$ cat src/rtl/pipe_pkg.sv
`default_nettype none
// ----------------------------------------------------------------------------
// pipe_pkg -- shared pipeline encodings: stall levels, NOP fill, delay-slot flag
// Revision: 1.0
// ----------------------------------------------------------------------------
package pipe_pkg;

    localparam logic STOP    = 1'b1;
    localparam logic NO_STOP = 1'b0;

    // Bit value replicated across the payload to form the default bubble word.
    localparam logic NOP_BIT = 1'b0;

    localparam logic DS_NONE = 1'b0;
    localparam logic DS_SLOT = 1'b1;

    typedef enum logic [1:0] {
        ACT_HOLD   = 2'd0,
        ACT_ADV    = 2'd1,
        ACT_BUBBLE = 2'd2,
        ACT_FLUSH  = 2'd3
    } stage_act_e;

    // Flush dominates; otherwise the stage moves unless it is stopped.
    function automatic stage_act_e stage_action(input logic flush,
                                                input logic up,
                                                input logic dn);
        if (flush)
            return ACT_FLUSH;
        else if (up == NO_STOP)
            return ACT_ADV;
        else if (dn == NO_STOP)
            return ACT_BUBBLE;
        else
            return ACT_HOLD;
    endfunction

endpackage
`default_nettype wire

$ cat src/rtl/sat_counter.sv
`default_nettype none
// ----------------------------------------------------------------------------
// sat_counter -- saturating up-counter with synchronous clear (clear wins)
// Revision: 1.0
// ----------------------------------------------------------------------------
module sat_counter #(
    parameter int CNT_W = 16
) (
    input  logic             clk,
    input  logic             resetn,
    input  logic             inc,
    input  logic             clr,
    output logic [CNT_W-1:0] cnt_o
);
    localparam logic [CNT_W-1:0] C_MAX = {CNT_W{1'b1}};

    logic [CNT_W-1:0] cnt_q;
    logic [CNT_W-1:0] cnt_d;

    always_comb begin
        cnt_d = cnt_q;
        if (clr)
            cnt_d = '0;
        else if (inc && (cnt_q != C_MAX))
            cnt_d = cnt_q + 1'b1;
    end

    always_ff @(posedge clk or negedge resetn) begin
        if (!resetn)
            cnt_q <= '0;
        else
            cnt_q <= cnt_d;
    end

    assign cnt_o = cnt_q;

endmodule
`default_nettype wire

$ cat src/rtl/pipe_stage_reg.sv
`default_nettype none
// ----------------------------------------------------------------------------
// pipe_stage_reg -- inter-stage pipeline register with stall/bubble/flush
// Revision: 1.0
// ----------------------------------------------------------------------------
module pipe_stage_reg
    import pipe_pkg::*;
#(
    parameter int                DATA_W      = 112,
    parameter int                STALL_W     = 6,
    parameter int                STAGE       = 2,
    parameter logic [DATA_W-1:0] BUBBLE_VAL  = {DATA_W{NOP_BIT}},
    parameter bit                ZERO_BUBBLE = 1'b1,
    parameter int                CNT_W       = 16
) (
    input  logic               clk,
    input  logic               resetn,
    input  logic [STALL_W-1:0] stall,
    input  logic               flush,
    input  logic               in_valid,
    input  logic [DATA_W-1:0]  in_data,
    input  logic               ds_next_i,
    input  logic               cnt_clr,
    output logic               out_valid,
    output logic [DATA_W-1:0]  out_data,
    output logic               ds_o,
    output logic               adv_o,
    output logic [CNT_W-1:0]   bubble_cnt
);
    generate
        if ((STAGE < 0) || (STAGE >= STALL_W) || (DATA_W < 1)) begin : g_param_err
            $error("pipe_stage_reg: STAGE must be in 0..STALL_W-1 and DATA_W >= 1");
        end
    endgenerate

    logic       w_up;
    logic       w_dn;
    logic       w_stall_unused;
    stage_act_e w_act;

    assign w_up           = stall[STAGE];
    assign w_stall_unused = ^stall;

    // The last stage has no downstream neighbour, so it is never held.
    generate
        if (STAGE == STALL_W - 1) begin : g_dn_last
            assign w_dn = NO_STOP;
        end else begin : g_dn_mid
            assign w_dn = stall[STAGE+1];
        end
    endgenerate

    assign w_act = stage_action(flush, w_up, w_dn);

    logic              valid_q, valid_d;
    logic [DATA_W-1:0] data_q,  data_d;
    logic              ds_q,    ds_d;
    logic              adv_q,   adv_d;

    always_comb begin
        valid_d = valid_q;
        data_d  = data_q;
        ds_d    = ds_q;
        adv_d   = 1'b0;
        case (w_act)
            ACT_FLUSH: begin
                valid_d = 1'b0;
                data_d  = BUBBLE_VAL;
                ds_d    = DS_NONE;
            end
            ACT_BUBBLE: begin
                valid_d = 1'b0;
                if (ZERO_BUBBLE)
                    data_d = BUBBLE_VAL;
            end
            ACT_ADV: begin
                valid_d = in_valid;
                data_d  = in_data;
                ds_d    = ds_next_i;
                adv_d   = 1'b1;
            end
            default: begin
            end
        endcase
    end

    always_ff @(posedge clk or negedge resetn) begin
        if (!resetn) begin
            valid_q <= 1'b0;
            data_q  <= BUBBLE_VAL;
            ds_q    <= DS_NONE;
            adv_q   <= 1'b0;
        end else begin
            valid_q <= valid_d;
            data_q  <= data_d;
            ds_q    <= ds_d;
            adv_q   <= adv_d;
        end
    end

    sat_counter #(
        .CNT_W (CNT_W)
    ) u_bubble_cnt (
        .clk    (clk),
        .resetn (resetn),
        .inc    (w_act == ACT_BUBBLE),
        .clr    (cnt_clr),
        .cnt_o  (bubble_cnt)
    );

    assign out_valid = valid_q;
    assign out_data  = data_q;
    assign ds_o      = ds_q;
    assign adv_o     = adv_q;

endmodule
`default_nettype wire

$ cat config.mk
export PLATFORM = sky130hd
export DESIGN_NAME = pipe_stage_reg
export DESIGN_NICKNAME = d
export VERILOG_FILES = /design/src/rtl/pipe_pkg.sv /design/src/rtl/sat_counter.sv /design/src/rtl/pipe_stage_reg.sv
export SDC_FILE = /design/constraint.sdc
export NUM_CORES = 1
export LEC_CHECK = 0
export BUFFER_PORTS_ARGS = -buffer_cell sky130_fd_sc_hd__buf_2
export CAP_MARGIN = 20
export CORE_MARGIN = 4
export CORE_UTILIZATION = 40
export DETAILED_ROUTE_END_ITERATION = 16
export MAX_ROUTING_LAYER = met4
export PLACE_DENSITY = 0.72
export SLEW_MARGIN = 30
export SYNTH_ARGS = -nofsm -noshare
export SYNTH_HDL_FRONTEND = slang
export SYNTH_SLANG_ARGS = --single-unit
$ cat constraint.sdc
create_clock -name clk -period 2.6 [get_ports clk]
set_input_delay 0.52 -clock clk [delete_from_list [all_inputs] [get_ports clk]]
set_output_delay 0.52 -clock clk [all_outputs]
set_load 0.02 [all_outputs]
Yosys cells after proc, flatten, opt, wreduce, memory -nomap -nowiden

Index checks and enable logic that the tools add are counted.

Logic and storage cells: 24
Output and inout port bits: 131
Bits of input ports: 124
Register bits: 131

Mux-type cells: 9
Reductions and logical operators: 5
Add/sub/neg operators: 1
Eq/ne operators: 4

Operators by type and width:

| cell                    | number |
|---|---|
| $pmux W112 S2           | 1 |
| $mux W16                | 2 |
| $add A16 B1 Y16 const B | 1 |
| $ne A16 B16 Y1 const B  | 1 |
| $mux W2                 | 3 |
| $reduce_bool A2 Y1      | 3 |
| $eq A2 B2 Y1 const B    | 2 |
| $pmux W1 S2             | 2 |
| $eq A2 B1 Y1 const B    | 1 |
| $reduce_or A2 Y1        | 1 |
| $logic_and A1 B1 Y1     | 1 |
| $mux W1                 | 1 |

Depth between registers and ports, before layout

Word-level depth: 7
Depth in mapped cells: 6
Depth with buffers taken out: 5

Cells and area by module

From an unflattened synthesis, not the netlist that was laid out.

Cell total of the unflattened synthesis: 600
Area, all modules: 5949.5 um^2

By module, submodules not included:

| module         | area an instance (um^2) | cells an instance | instances | seq. area each (um^2) |
|---|---|---|---|---|
| pipe_stage_reg | 5007.3                  | 502               | 1         | 2877.8 |
| sat_counter    | 942.2                   | 98                | 1         | 400.4 |

Least setup slack after synthesis

No wires, ideal clock.

Kind: register to register
Start: reg u_bubble_cnt.cnt_q[0] (netlist: u_bubble_cnt.cnt_o[0])
End: reg u_bubble_cnt.cnt_q[9] (netlist: u_bubble_cnt.cnt_o[9])
Period minus slack after synthesis: 1.937 ns
Buffers on the path: 1
Path slack: 0.663 ns
Arrival time: 1.813 ns
Setup time: 0.125 ns
Cell stages (with the launch flop): 7
Required time: 2.475 ns
Cells stage by stage: dfrtp_1 > ha_1 > and4_1 > clkbuf_1 > and3_1 > nor4b_2 > mux2_2

Cells in the longest elaborated chain, start to end: 3
Elaborated cells on any way between the ends: 6
Those cells by class: 1 x add/sub; 1 x eq/ne; 2 x mux; 2 x reduce/logical

Ends and longest elaborated chain:

| element                                           | RTL line                             | RTL |
|---|---|---|
| start, declared                                   | sat_counter.sv:17                    | `logic [CNT_W-1:0] cnt_q;` |
| start signal, assigned                            | sat_counter.sv:32                    | `cnt_q <= cnt_d;` |
| $add A16 B1 Y16 or $ne A16 B16 Y1 (tied branches) | sat_counter.sv:25, sat_counter.sv:24 |  |
| $mux W16 or $logic_and A1 B1 Y1 (tied branches)   | sat_counter.sv:24                    | `else if (inc && (cnt_q != C_MAX))` |
| $mux W16 or $reduce_bool A2 Y1 (tied branches)    | --                                   |  |

Several ways; a longest one is shown, not always the timed one. The select of a mux whose other input is x is not followed.
A chain may end at the register's enable or synchronous reset.

Worst setup path in the final report

Start: reg u_bubble_cnt.cnt_q[0] (netlist: u_bubble_cnt.cnt_o[0])
End: reg u_bubble_cnt.cnt_q[11] (netlist: u_bubble_cnt.cnt_o[11])

Same word-level chain as after synthesis.

==> flow_summary_export.csv <==
group,metric,value,unit
grt,grt_util_all_layers,0.200,
route,first_pass_iters,4,
critical_path,cp.arrival,2.23,ns
clocking,cts-root-buf,"clkbuf_16",
clocking,post_cts_buffers,0,
place,gp_congestion,0.848,
timing,final.setup.tns,0,ns
layout,fin_nets,728,
critical_path,cp-end-kind,"flip-flop",
timing,rsz0062_at_grt,"no",
route,via_per_inst,5.29,
route,wire_per_inst,17.5,µm
critical_path,critPathMaxFanout,7,
clocking,cts_repair_resize_count,0,
floorplanning,start_util,0.412,
place,numPortBuffers,250,
clocking,ctsHoldBuffers,0,
clocking,cts.sinks,131,
synthesis,mappedNetlistNets,484,
timing,setup_viol,0,
clocking,clk_path_buf_depth,2,
floorplanning,die_y,120,µm
floorplanning,design.die.area,14300,µm²
grt,grt_pass1_vias,4212,
grt,grt_pass1_wl,22.2,mm
synthesis,ys_ff_latch,131,
grt,antenna_found_initial,0,
timing,max_slew.worst_pin.slew,0.602,ns
synthesis,synth_compound_area_frac,0.227,
layout,drive_above_1_share,0.484,
clocking,htreeDepth,4,
worst_hold_path,hp-class,"in -> async",
timing,period_share,0.747,
grt,grt_max_degree,106,
critical_path,worstSetupStartpointType,"flip-flop",
route,num_vias,4139,
layout,areaGrowthSynthToFinish,40.4,%
run,drv_cap,0,
route,wirelength,13.7,mm
clocking,numCtsBuffers,17,
synthesis,yosys.area_share.simple,0.0670,
synthesis,syn-cell-area,4990,µm²
synthesis,synth.mux.area_fraction,0.0198,
timing,finClkSkew,0.00541,ns
route,first_iter_violations,303,
timing,drv_slew,0,
timing,post-route-min-period,1.94,ns
synthesis,ys.warnings.count,0,
synthesis,ys_types,38,
place,dp_hpwl,9.44,mm
pwr,ir_drop,0.411,mV
pwr,p_leak,3.79,nW
critical_path,cp_data_required_time,2.89,ns
timing,relSlewSlack,0.599,
clocking,clk_latency,0.41,ns
synthesis,synthAdderAreaFrac,0.00251,
pwr,power,5.03,mW
route,ant_nets,0,
critical_path,ff2ff_path_depth,5,
synthesis,avgSynthCellArea,13.9,µm²
synthesis,syn_inst,359,
timing,clock.fmax,0.515,GHz
synthesis,synth_top_family_by_area,"compound AO/OA/AOI/OAI gates",
synthesis,synthXorXnorAreaFrac,0,
grt,overflow,0,
critical_path,critPathKind,"reg -> reg",
floorplanning,die_w,120,µm
floorplanning,num_io_pins,255,
synthesis,ys_seq_area_frac,0.657,
route,drc,0,
clocking,cts_tree,"built",
pwr,power_density,719,nW/µm²
run_status,outcome,"complete, no violations",
timing,hold_viol_final,0,
clocking,path_clk_slew,0.05,ns
floorplanning,rows,40,
floorplanning,core-area,12100,µm²
layout,antenna_cells,0,
[routing by layer]
layer | part of all wire | track usage | vias to the layer above
li1 | - | - | 1871
met1 | 0.41 | 0.247 | 2059
met2 | 0.50 | 0.322 | 193
met3 | 0.067 | 0.0580 | 16
met4 | 0.013 | 0.0608 | 0
met5 | 0 | - | -
[power breakdown]
part / leakage, nW / total, mW / switching (mW) / internal, mW
Clock: 0.292 / 2.35 / 0.802 / 1.55
Combinational: 1.73 / 0.504 / 0.299 / 0.205
Sequential: 1.76 / 2.18 / 0.0481 / 2.13
Total: 3.79 / 5.03 / 1.15 / 3.88
[layout by cell type (no fill, tap or decap), types with 5 or more instances in the layout]
cell type	instances
dfrtp_1	131
a22o_1	113
clkbuf_16	17
mux2_2	7
a21oi_1	8
nor2_1	9
nor2b_1	6
clkbuf_8	6
buf_2	249
nand2_1	5
or4_1	5
[worst paths after layout]
check | start | to | slack (ns)
max | u_bubble_cnt.cnt_o[0]$_DFFE_PN0P_ | u_bubble_cnt.cnt_o[11]$_DFFE_PN0P_ | 0.66
min | resetn | u_bubble_cnt.cnt_o[6]$_DFFE_PN0P_ | 0.10
max reg2reg | u_bubble_cnt.cnt_o[0]$_DFFE_PN0P_ | u_bubble_cnt.cnt_o[11]$_DFFE_PN0P_ | 0.66
min reg2reg | out_data[76]$_DFFE_PN0P_ | out_data[76]$_DFFE_PN0P_ | 0.49
max in group asynchronous | resetn | out_data[34]$_DFFE_PN0P_ | 1.80
min in group clk | in_data[19] | out_data[19]$_DFFE_PN0P_ | 0.33
[sequential cells by signal, indices dropped and copies added (netlist names)]
register and flops:
u_bubble_cnt.cnt_o 16, adv_o 1, out_valid 1, ds_o 1, out_data 112
[cells by family (layout without fill, tap and decap cells)]
| kind of cell | Yosys count | count (layout) |
|---|---|---|
| AOI/OAI and AO/OA | 135 | 135 |
| DFF | 131 | 131 |
| and+or+nand+nor | 51 | 51 |
| buffers and inverters | 32 | 287 |
| muxes | 9 | 9 |
| adders and majority gates | 1 | 1 |
[worst max-delay path: stages (launching register included)]
cell     delay [ns]
dfrtp_1        0.43
ha_1           0.26
and4_1         0.23
and3_1         0.23
nor4_1         0.30
mux2_2         0.38
[final cells by class]
type	instances	area, µm²
Fill cell	1051	5110
Sequential cell	131	3280
Multi-Input combinational cell	196	1590
Timing Repair Buffer	255	1330
Clock buffer	26	519
Tap cell	168	210
Clock inverter	4	70.1
Inverter	2	7.51
[through the flow]
step	setup slack (ns)	area (µm²)	instances	hold slack, ns	utilization
final	0.657	7000	782	0.100	0.578
after detailed placement	0.578	6410	752	0.477	0.529
after global routing	0.482	7000	782	0.134	0.578
after floorplan	0.663	4990	359	0.224	-
after global placement	0.645	6410	752	0.477	0.529
after CTS	0.639	7000	782	0.112	0.578
[synth_stat cells]
cell | instances | area share
and3_1 | 2 | 0.0025
and4bb_2 | 1 | 0.0025
a311oi_1 | 1 | 0.0018
a211oi_1 | 4 | 0.0060
and3b_1 | 1 | 0.0018
inv_1 | 2 | 0.0015
nor4_1 | 1 | 0.0013
nand2_2 | 1 | 0.0013
a31oi_1 | 1 | 0.0013
nor2b_1 | 6 | 0.0075
mux2_2 | 7 | 0.016
nor4b_2 | 1 | 0.0030
or3_1 | 1 | 0.0013
nand3_1 | 4 | 0.0040
a22o_1 | 113 | 0.20
dfrtp_1 | 131 | 0.66
a21oi_1 | 8 | 0.0080
ha_1 | 1 | 0.0025
nand4_4 | 1 | 0.0043
and2_1 | 1 | 0.0013
o21ai_0 | 2 | 0.0020
nor2_1 | 10 | 0.0075
nand2_1 | 5 | 0.0038
nor3_1 | 1 | 0.0010
nand3_2 | 1 | 0.0020
buf_1 | 3 | 0.0023
mux2i_1 | 2 | 0.0040
and4_1 | 4 | 0.0070
o41ai_1 | 1 | 0.0018
buf_2 | 7 | 0.0070
buf_4 | 1 | 0.0015
a21boi_1 | 1 | 0.0015
or4_1 | 5 | 0.0075
nor3b_2 | 1 | 0.0025
nand4_1 | 1 | 0.0013
o31ai_1 | 4 | 0.0060
clkbuf_1 | 19 | 0.014
nand2b_1 | 3 | 0.0038
Power figures use the tool's default switching activity.
